### config.mk
export PLATFORM = sky130hd
export DESIGN_NAME = main_control_fsm_flat
export DESIGN_NICKNAME = d
export VERILOG_FILES = /design/src/rtl/main_control_fsm_if.sv /design/src/rtl/main_control_fsm.sv /design/src/flat_wrapper.sv
export SDC_FILE = /design/constraint.sdc
export NUM_CORES = 1
export LEC_CHECK = 0
export BUFFER_PORTS_ARGS = -buffer_cell sky130_fd_sc_hd__buf_2
export CAP_MARGIN = 10
export CORE_AREA = 2 2 91 75
export CTS_CLUSTER_DIAMETER = 80
export DETAILED_ROUTE_END_ITERATION = 10
export DIE_AREA = 0 0 93 77
export SKIP_LAST_GASP = 1
export SYNTH_ARGS = -nofsm -noshare
export SYNTH_HDL_FRONTEND = slang
export SYNTH_SLANG_ARGS = --single-unit
### constraint.sdc
create_clock -name clk -period 3.7 [get_ports clk]
set_clock_uncertainty 0.1 [all_clocks]
set_input_delay 0.74 -clock clk [delete_from_list [all_inputs] [get_ports clk]]
set_output_delay 0.74 -clock clk [all_outputs]
set_load 0.02 [all_outputs]
### src/rtl/main_control_fsm_if.sv
// Control bundle between the multicycle main control FSM and the MIPS datapath.
// master = control unit side, slave = datapath / observer side.
interface main_control_fsm_if #(
  parameter int unsigned CNT_W = 32
) ();
  logic [5:0]       opcode;
  logic             mem_ready;

  logic             PCWrite;
  logic             PCWriteCond;
  logic             IorD;
  logic             MemRead;
  logic             MemWrite;
  logic             MemtoReg;
  logic             IRWrite;
  logic             RegDst;
  logic             RegWrite;
  logic             ALUSrcA;
  logic [1:0]       ALUSrcB;
  logic [1:0]       ALUOp;
  logic [1:0]       PCSource;

  logic [3:0]       state;
  logic             instr_done;
  logic             illegal_op;
  logic [CNT_W-1:0] instr_count;

  modport master (
    input  opcode, mem_ready,
    output PCWrite, PCWriteCond, IorD, MemRead, MemWrite, MemtoReg, IRWrite,
           RegDst, RegWrite, ALUSrcA, ALUSrcB, ALUOp, PCSource,
           state, instr_done, illegal_op, instr_count
  );

  modport slave (
    output opcode, mem_ready,
    input  PCWrite, PCWriteCond, IorD, MemRead, MemWrite, MemtoReg, IRWrite,
           RegDst, RegWrite, ALUSrcA, ALUSrcB, ALUOp, PCSource,
           state, instr_done, illegal_op, instr_count
  );
endinterface

### src/rtl/main_control_fsm.sv
// Multicycle MIPS main control unit: Moore FSM sequencing fetch/decode/execute/
// memory/write-back, with retirement counting and illegal-opcode reporting.
module main_control_fsm #(
  parameter int unsigned CNT_W = 32
) (
  input  logic               clk,
  input  logic               rst_n,
  main_control_fsm_if.master bus
);

  localparam logic [3:0] FETCH  = 4'd0;
  localparam logic [3:0] DECODE = 4'd1;
  localparam logic [3:0] MEMADR = 4'd2;
  localparam logic [3:0] MEMRD  = 4'd3;
  localparam logic [3:0] MEMWB  = 4'd4;
  localparam logic [3:0] MEMWR  = 4'd5;
  localparam logic [3:0] EXEC   = 4'd6;
  localparam logic [3:0] ALUWB  = 4'd7;
  localparam logic [3:0] BRANCH = 4'd8;
  localparam logic [3:0] JUMP   = 4'd9;
  localparam logic [3:0] ADDIEX = 4'd10;
  localparam logic [3:0] ADDIWB = 4'd11;

  localparam logic [5:0] OP_RTYPE = 6'b000000;
  localparam logic [5:0] OP_J     = 6'b000010;
  localparam logic [5:0] OP_BEQ   = 6'b000100;
  localparam logic [5:0] OP_ADDI  = 6'b001000;
  localparam logic [5:0] OP_LW    = 6'b100011;
  localparam logic [5:0] OP_SW    = 6'b101011;

  logic [3:0]       state_q;
  logic [3:0]       state_d;
  logic [5:0]       op_q;
  logic             done_q;
  logic             ill_q;
  logic [CNT_W-1:0] cnt_q;
  logic             retire;
  logic             illegal;

  logic       pc_write, pc_write_cond, iord, mem_read, mem_write, memtoreg;
  logic       ir_write, reg_dst, reg_write, alu_src_a;
  logic [1:0] alu_src_b, alu_op, pc_source;

  // Next state, plus the retire/illegal events qualified by the transition taken.
  always_comb begin
    state_d = FETCH;
    retire  = 1'b0;
    illegal = 1'b0;
    case (state_q)
      FETCH:  state_d = bus.mem_ready ? DECODE : FETCH;
      DECODE: begin
        case (bus.opcode)
          OP_LW, OP_SW: state_d = MEMADR;
          OP_RTYPE:     state_d = EXEC;
          OP_BEQ:       state_d = BRANCH;
          OP_J:         state_d = JUMP;
          OP_ADDI:      state_d = ADDIEX;
          default: begin
            state_d = FETCH;
            illegal = 1'b1;
          end
        endcase
      end
      MEMADR: state_d = (op_q == OP_SW) ? MEMWR : MEMRD;
      MEMRD:  state_d = bus.mem_ready ? MEMWB : MEMRD;
      MEMWB: begin
        state_d = FETCH;
        retire  = 1'b1;
      end
      MEMWR: begin
        if (bus.mem_ready) begin
          state_d = FETCH;
          retire  = 1'b1;
        end else begin
          state_d = MEMWR;
        end
      end
      EXEC:   state_d = ALUWB;
      ALUWB, BRANCH, JUMP, ADDIWB: begin
        state_d = FETCH;
        retire  = 1'b1;
      end
      ADDIEX: state_d = ADDIWB;
      default: state_d = FETCH;
    endcase
  end

  always_ff @(posedge clk or negedge rst_n) begin
    if (!rst_n) begin
      state_q <= FETCH;
      op_q    <= '0;
      done_q  <= 1'b0;
      ill_q   <= 1'b0;
      cnt_q   <= '0;
    end else begin
      state_q <= state_d;
      if (state_q == DECODE) begin
        op_q <= bus.opcode;
      end
      done_q <= retire;
      ill_q  <= illegal;
      if (retire) begin
        cnt_q <= cnt_q + CNT_W'(1);
      end
    end
  end

  // Moore decode of datapath controls; FETCH strobes follow mem_ready.
  always_comb begin
    pc_write      = 1'b0;
    pc_write_cond = 1'b0;
    iord          = 1'b0;
    mem_read      = 1'b0;
    mem_write     = 1'b0;
    memtoreg      = 1'b0;
    ir_write      = 1'b0;
    reg_dst       = 1'b0;
    reg_write     = 1'b0;
    alu_src_a     = 1'b0;
    alu_src_b     = 2'b00;
    alu_op        = 2'b00;
    pc_source     = 2'b00;
    case (state_q)
      FETCH: begin
        mem_read  = 1'b1;
        alu_src_b = 2'b01;
        ir_write  = bus.mem_ready;
        pc_write  = bus.mem_ready;
      end
      DECODE: alu_src_b = 2'b11;
      MEMADR, ADDIEX: begin
        alu_src_a = 1'b1;
        alu_src_b = 2'b10;
      end
      MEMRD: begin
        mem_read = 1'b1;
        iord     = 1'b1;
      end
      MEMWB: begin
        reg_write = 1'b1;
        memtoreg  = 1'b1;
      end
      MEMWR: begin
        mem_write = 1'b1;
        iord      = 1'b1;
      end
      EXEC: begin
        alu_src_a = 1'b1;
        alu_op    = 2'b10;
      end
      ALUWB: begin
        reg_write = 1'b1;
        reg_dst   = 1'b1;
      end
      BRANCH: begin
        alu_src_a     = 1'b1;
        alu_op        = 2'b01;
        pc_write_cond = 1'b1;
        pc_source     = 2'b01;
      end
      JUMP: begin
        pc_write  = 1'b1;
        pc_source = 2'b10;
      end
      ADDIWB: reg_write = 1'b1;
      default: ;
    endcase
  end

  // Write strobes are gated by rst_n directly so no strobe escapes while reset
  // is asserted, independent of the async state clear.
  assign bus.PCWrite     = pc_write      & rst_n;
  assign bus.PCWriteCond = pc_write_cond & rst_n;
  assign bus.IRWrite     = ir_write      & rst_n;
  assign bus.RegWrite    = reg_write     & rst_n;
  assign bus.MemWrite    = mem_write     & rst_n;
  assign bus.IorD        = iord;
  assign bus.MemRead     = mem_read;
  assign bus.MemtoReg    = memtoreg;
  assign bus.RegDst      = reg_dst;
  assign bus.ALUSrcA     = alu_src_a;
  assign bus.ALUSrcB     = alu_src_b;
  assign bus.ALUOp       = alu_op;
  assign bus.PCSource    = pc_source;

  assign bus.state       = state_q;
  assign bus.instr_done  = done_q;
  assign bus.illegal_op  = ill_q;
  assign bus.instr_count = cnt_q;

endmodule

### src/flat_wrapper.sv
// flat-port wrapper written by rule: the top's interface ports become plain ports
module main_control_fsm_flat 
#(
  parameter int unsigned CNT_W = 32
)
  (clk, rst_n, bus_opcode, bus_mem_ready, bus_PCWrite, bus_PCWriteCond, bus_IorD, bus_MemRead, bus_MemWrite, bus_MemtoReg, bus_IRWrite, bus_RegDst, bus_RegWrite, bus_ALUSrcA, bus_ALUSrcB, bus_ALUOp, bus_PCSource, bus_state, bus_instr_done, bus_illegal_op, bus_instr_count);
  main_control_fsm_if #(.CNT_W(CNT_W)) bus_i ();
  input  logic clk;
  input  logic rst_n;
  input wire logic [$bits(bus_i.opcode)-1:0] bus_opcode;
  input wire logic [$bits(bus_i.mem_ready)-1:0] bus_mem_ready;
  output wire logic [$bits(bus_i.PCWrite)-1:0] bus_PCWrite;
  output wire logic [$bits(bus_i.PCWriteCond)-1:0] bus_PCWriteCond;
  output wire logic [$bits(bus_i.IorD)-1:0] bus_IorD;
  output wire logic [$bits(bus_i.MemRead)-1:0] bus_MemRead;
  output wire logic [$bits(bus_i.MemWrite)-1:0] bus_MemWrite;
  output wire logic [$bits(bus_i.MemtoReg)-1:0] bus_MemtoReg;
  output wire logic [$bits(bus_i.IRWrite)-1:0] bus_IRWrite;
  output wire logic [$bits(bus_i.RegDst)-1:0] bus_RegDst;
  output wire logic [$bits(bus_i.RegWrite)-1:0] bus_RegWrite;
  output wire logic [$bits(bus_i.ALUSrcA)-1:0] bus_ALUSrcA;
  output wire logic [$bits(bus_i.ALUSrcB)-1:0] bus_ALUSrcB;
  output wire logic [$bits(bus_i.ALUOp)-1:0] bus_ALUOp;
  output wire logic [$bits(bus_i.PCSource)-1:0] bus_PCSource;
  output wire logic [$bits(bus_i.state)-1:0] bus_state;
  output wire logic [$bits(bus_i.instr_done)-1:0] bus_instr_done;
  output wire logic [$bits(bus_i.illegal_op)-1:0] bus_illegal_op;
  output wire logic [$bits(bus_i.instr_count)-1:0] bus_instr_count;
  assign bus_i.opcode = bus_opcode;
  assign bus_i.mem_ready = bus_mem_ready;
  assign bus_PCWrite = bus_i.PCWrite;
  assign bus_PCWriteCond = bus_i.PCWriteCond;
  assign bus_IorD = bus_i.IorD;
  assign bus_MemRead = bus_i.MemRead;
  assign bus_MemWrite = bus_i.MemWrite;
  assign bus_MemtoReg = bus_i.MemtoReg;
  assign bus_IRWrite = bus_i.IRWrite;
  assign bus_RegDst = bus_i.RegDst;
  assign bus_RegWrite = bus_i.RegWrite;
  assign bus_ALUSrcA = bus_i.ALUSrcA;
  assign bus_ALUSrcB = bus_i.ALUSrcB;
  assign bus_ALUOp = bus_i.ALUOp;
  assign bus_PCSource = bus_i.PCSource;
  assign bus_state = bus_i.state;
  assign bus_instr_done = bus_i.instr_done;
  assign bus_illegal_op = bus_i.illegal_op;
  assign bus_instr_count = bus_i.instr_count;
  main_control_fsm #(.CNT_W(CNT_W)) u_core (.clk(clk), .rst_n(rst_n), .bus(bus_i));
endmodule
==> results_dict.tcl <==
set metrics [dict create \
    grt_pass1_wl_um 9411 \
    synth_warnings 0 \
    startpoint "u_core.bus.state[1]$_DFF_PN0_" \
    hold_viol_final 0 \
    start_kind "flip-flop" \
    via_count 2047 \
    via_per_inst 5.209 \
    reg2reg_to "u_core.bus.instr_count[1]$_DFFE_PN0P_" \
    dp_hpwl_um 3975 \
    grt_max_degree 39 \
    crit_arrival_ns 1.74 \
    cts.htree.levels 2 \
    clk_latency_ns 0.30 \
    synthCells 249 \
    setup_slack_ns 1.124 \
    powerDensity_nw_per_um2 477.2 \
    synth.largest_area_cell "dfrtp_1" \
    p_leak_nw 1.504 \
    dp_worst_setup_slack_ns 1.243 \
    num_rows 26 \
    core_area_um2 6246 \
    final_nets 318 \
    wl_per_cell_um 14.25 \
    synth-edff-count 0 \
    worstHoldPathType "in2async" \
    syn-num-nets 259 \
    drc 0 \
    synth_area_leaders "dfrtp_1 (45%), xor2_1 (10%), nor3_1 (4.1%), nor4_2 (4.1%), nand2_1 (3.7%)" \
    synthesis.area_um2 2440 \
    track_usage_pct 16.44 \
    synthArstFlopShare_pct 100.0 \
    cts_resized 0 \
    cts_made_buffers 5 \
    max_freq_mhz 388.1 \
    grt_pass1_vias 1912 \
    rr_worst_depth 5 \
    ir_drop_uv 265.6 \
    root_buffer "clkbuf_8" \
    critPathKind "reg2out" \
    finalWirelength_um 5602 \
    die_area_um2 7161 \
    postCtsSetupBuffers 0 \
    cp.required_ns 2.86 \
    r2r_setup_slack_ns 1.41 \
    drive_gt1_share_pct 29.77 \
    cp-end-kind "output port" \
    yosysTopAreaCellShare_pct 45.13 \
    status "complete, no violations" \
    rsz0062_at_grt "false" \
    ys_seq_area_share_pct 45.13 \
    slew_viol_final 0 \
    final_common_cell "buf_2" \
    boundaryPins 63 \
    gp_congestion 0.8800 \
    grt.overflow.total 0 \
    synth_cell_type_count 40 \
    worst_pin_slew_ns 0.7067 \
    cap_violations 0 \
    r2r-start "u_core.bus.state[0]$_DFF_PN0_" \
    mostFrequentLayoutCells "buf_2 (62), dfrtp_1 (44), xor2_1 (28), nand2_1 (24), nor3_1 (20)" \
    io_buffers 62 \
    clk_pin_slew_ns 0.08 \
    ys_ff_latch 44 \
    antenna_found_initial 0 \
    firstDrtPassIters 4 \
    dieWidth_um 93 \
    slew_headroom_pct 52.72 \
    area_growth_pct 19.85 \
    initial_core_util_pct 39.06 \
    drtIter0Drc 124 \
    n_antenna_cell 0 \
    finalPower_mw 1.395 \
    cts_tree "yes" \
    drtAntennaViolNets 0 \
    cts_sinks 44 \
    path_max_fanout 18 \
    setup_viol 0 \
    timing.final.crit_share_pct 69.63 \
    min_period_ns 2.576 \
    clock_path_buffers 2 \
    die_h_um 77 \
    syn_avg_cell_area_um2 9.799 \
    tns_ns 0 \
    synth_flop_cell "dfrtp_1" \
    ctsHoldBuffers 0 \
    worstSetupEndpoint "bus_ALUSrcB[1]" \
]
cells in the mapped netlist, drive strengths merged, types with 6 or more instances:
library cell / n
mux2: 7
dfrtp: 44
nor3: 20
xnor2: 6
buf: 6
nand3: 8
a21oi: 7
inv: 8
nand4: 14
nor2: 14
clkbuf: 7
nand2: 24
nor4: 16
xor2: 28
cell families after synthesis:
| kind of cell | after synthesis | share of synthesized area [%] |
|---|---|---|
| flip-flops | 44 | 45.13 |
| buffers and inverters | 21 | 3.744 |
| AND/OR/NAND/NOR | 123 | 30.41 |
| adder cells (fa/ha/maj) | 1 | 0.5127 |
| XOR/XNOR | 34 | 12.21 |
| AO/OA/AOI/OAI | 19 | 4.769 |
| multiplexers | 7 | 3.231 |
area by class of cell:
class	count	area (µm²)
Sequential cell	44	1101
Timing Repair Buffer	65	332.8
Clock buffer	6	72.57
Fill cell	647	3322
Clock inverter	2	35.03
Tap cell	84	105.1
Multi-Input combinational cell	184	1247
Inverter	8	30.03
critical path, stage by stage, from the launching register on:
cell,delay [ns]
dfrtp_1,0.70
nor2b_1,0.38
a21oi_1,0.09
nor2_1,0.11
buf_2,0.17
where the power goes:
group	internal [mW]	leakage, nW	switching (mW)
combinational	0.160	0.870	0.235
clock	0.200	0.0552	0.160
sequential	0.545	0.579	0.0945
routing by layer:
layer  wire length [µm]  part of all wire [%]  GRT usage, %
met3                281                   5.0         4.519
met5                  0                     0             0
met2               2457                    44         23.91
met1               2807                    50         24.09
met4                 55                  0.98         4.412
registers in the layout, indices dropped and copies added, names as in the netlist:
register                count
u_core.bus.instr_count     32
u_core.op_q                 6
u_core.bus.state            4
u_core.bus.instr_done       1
u_core.bus.illegal_op       1
worst min-delay path by stage:
| stage | start | to | slack [ns] | cells after the start |
|---|---|---|---|---|
| after floorplan | rst_n | u_core.bus.illegal_op$_DFF_PN0_ | 0.34 | 0 |
| after global placement | u_core.bus.instr_count[31]$_DFFE_PN0P_ | u_core.bus.instr_count[31]$_DFFE_PN0P_ | 0.35 | 1 |
| after detailed placement | u_core.bus.instr_count[31]$_DFFE_PN0P_ | u_core.bus.instr_count[31]$_DFFE_PN0P_ | 0.36 | 1 |
| after CTS | rst_n | u_core.op_q[5]$_DFFE_PN0P_ | 0.20 | 1 |
| after global routing | rst_n | u_core.op_q[5]$_DFFE_PN0P_ | 0.21 | 1 |
| final | rst_n | u_core.op_q[5]$_DFFE_PN0P_ | 0.21 | 1 |
metrics by stage:
stage / utilization (%) / hold WS (ns) / std cells / cell area [µm²]
6_report: 46.81 / 0.2060 / 393 / 2924
5_1_grt: 46.81 / 0.2084 / 393 / 2924
3_3_place_gp: 45.09 / 0.3512 / 385 / 2816
3_5_place_dp: 45.09 / 0.3566 / 385 / 2816
4_1_cts: 46.81 / 0.1986 / 393 / 2924
2_1_floorplan: - / 0.3444 / 249 / 2440
No activity file was read; power rests on OpenSTA's default activity.
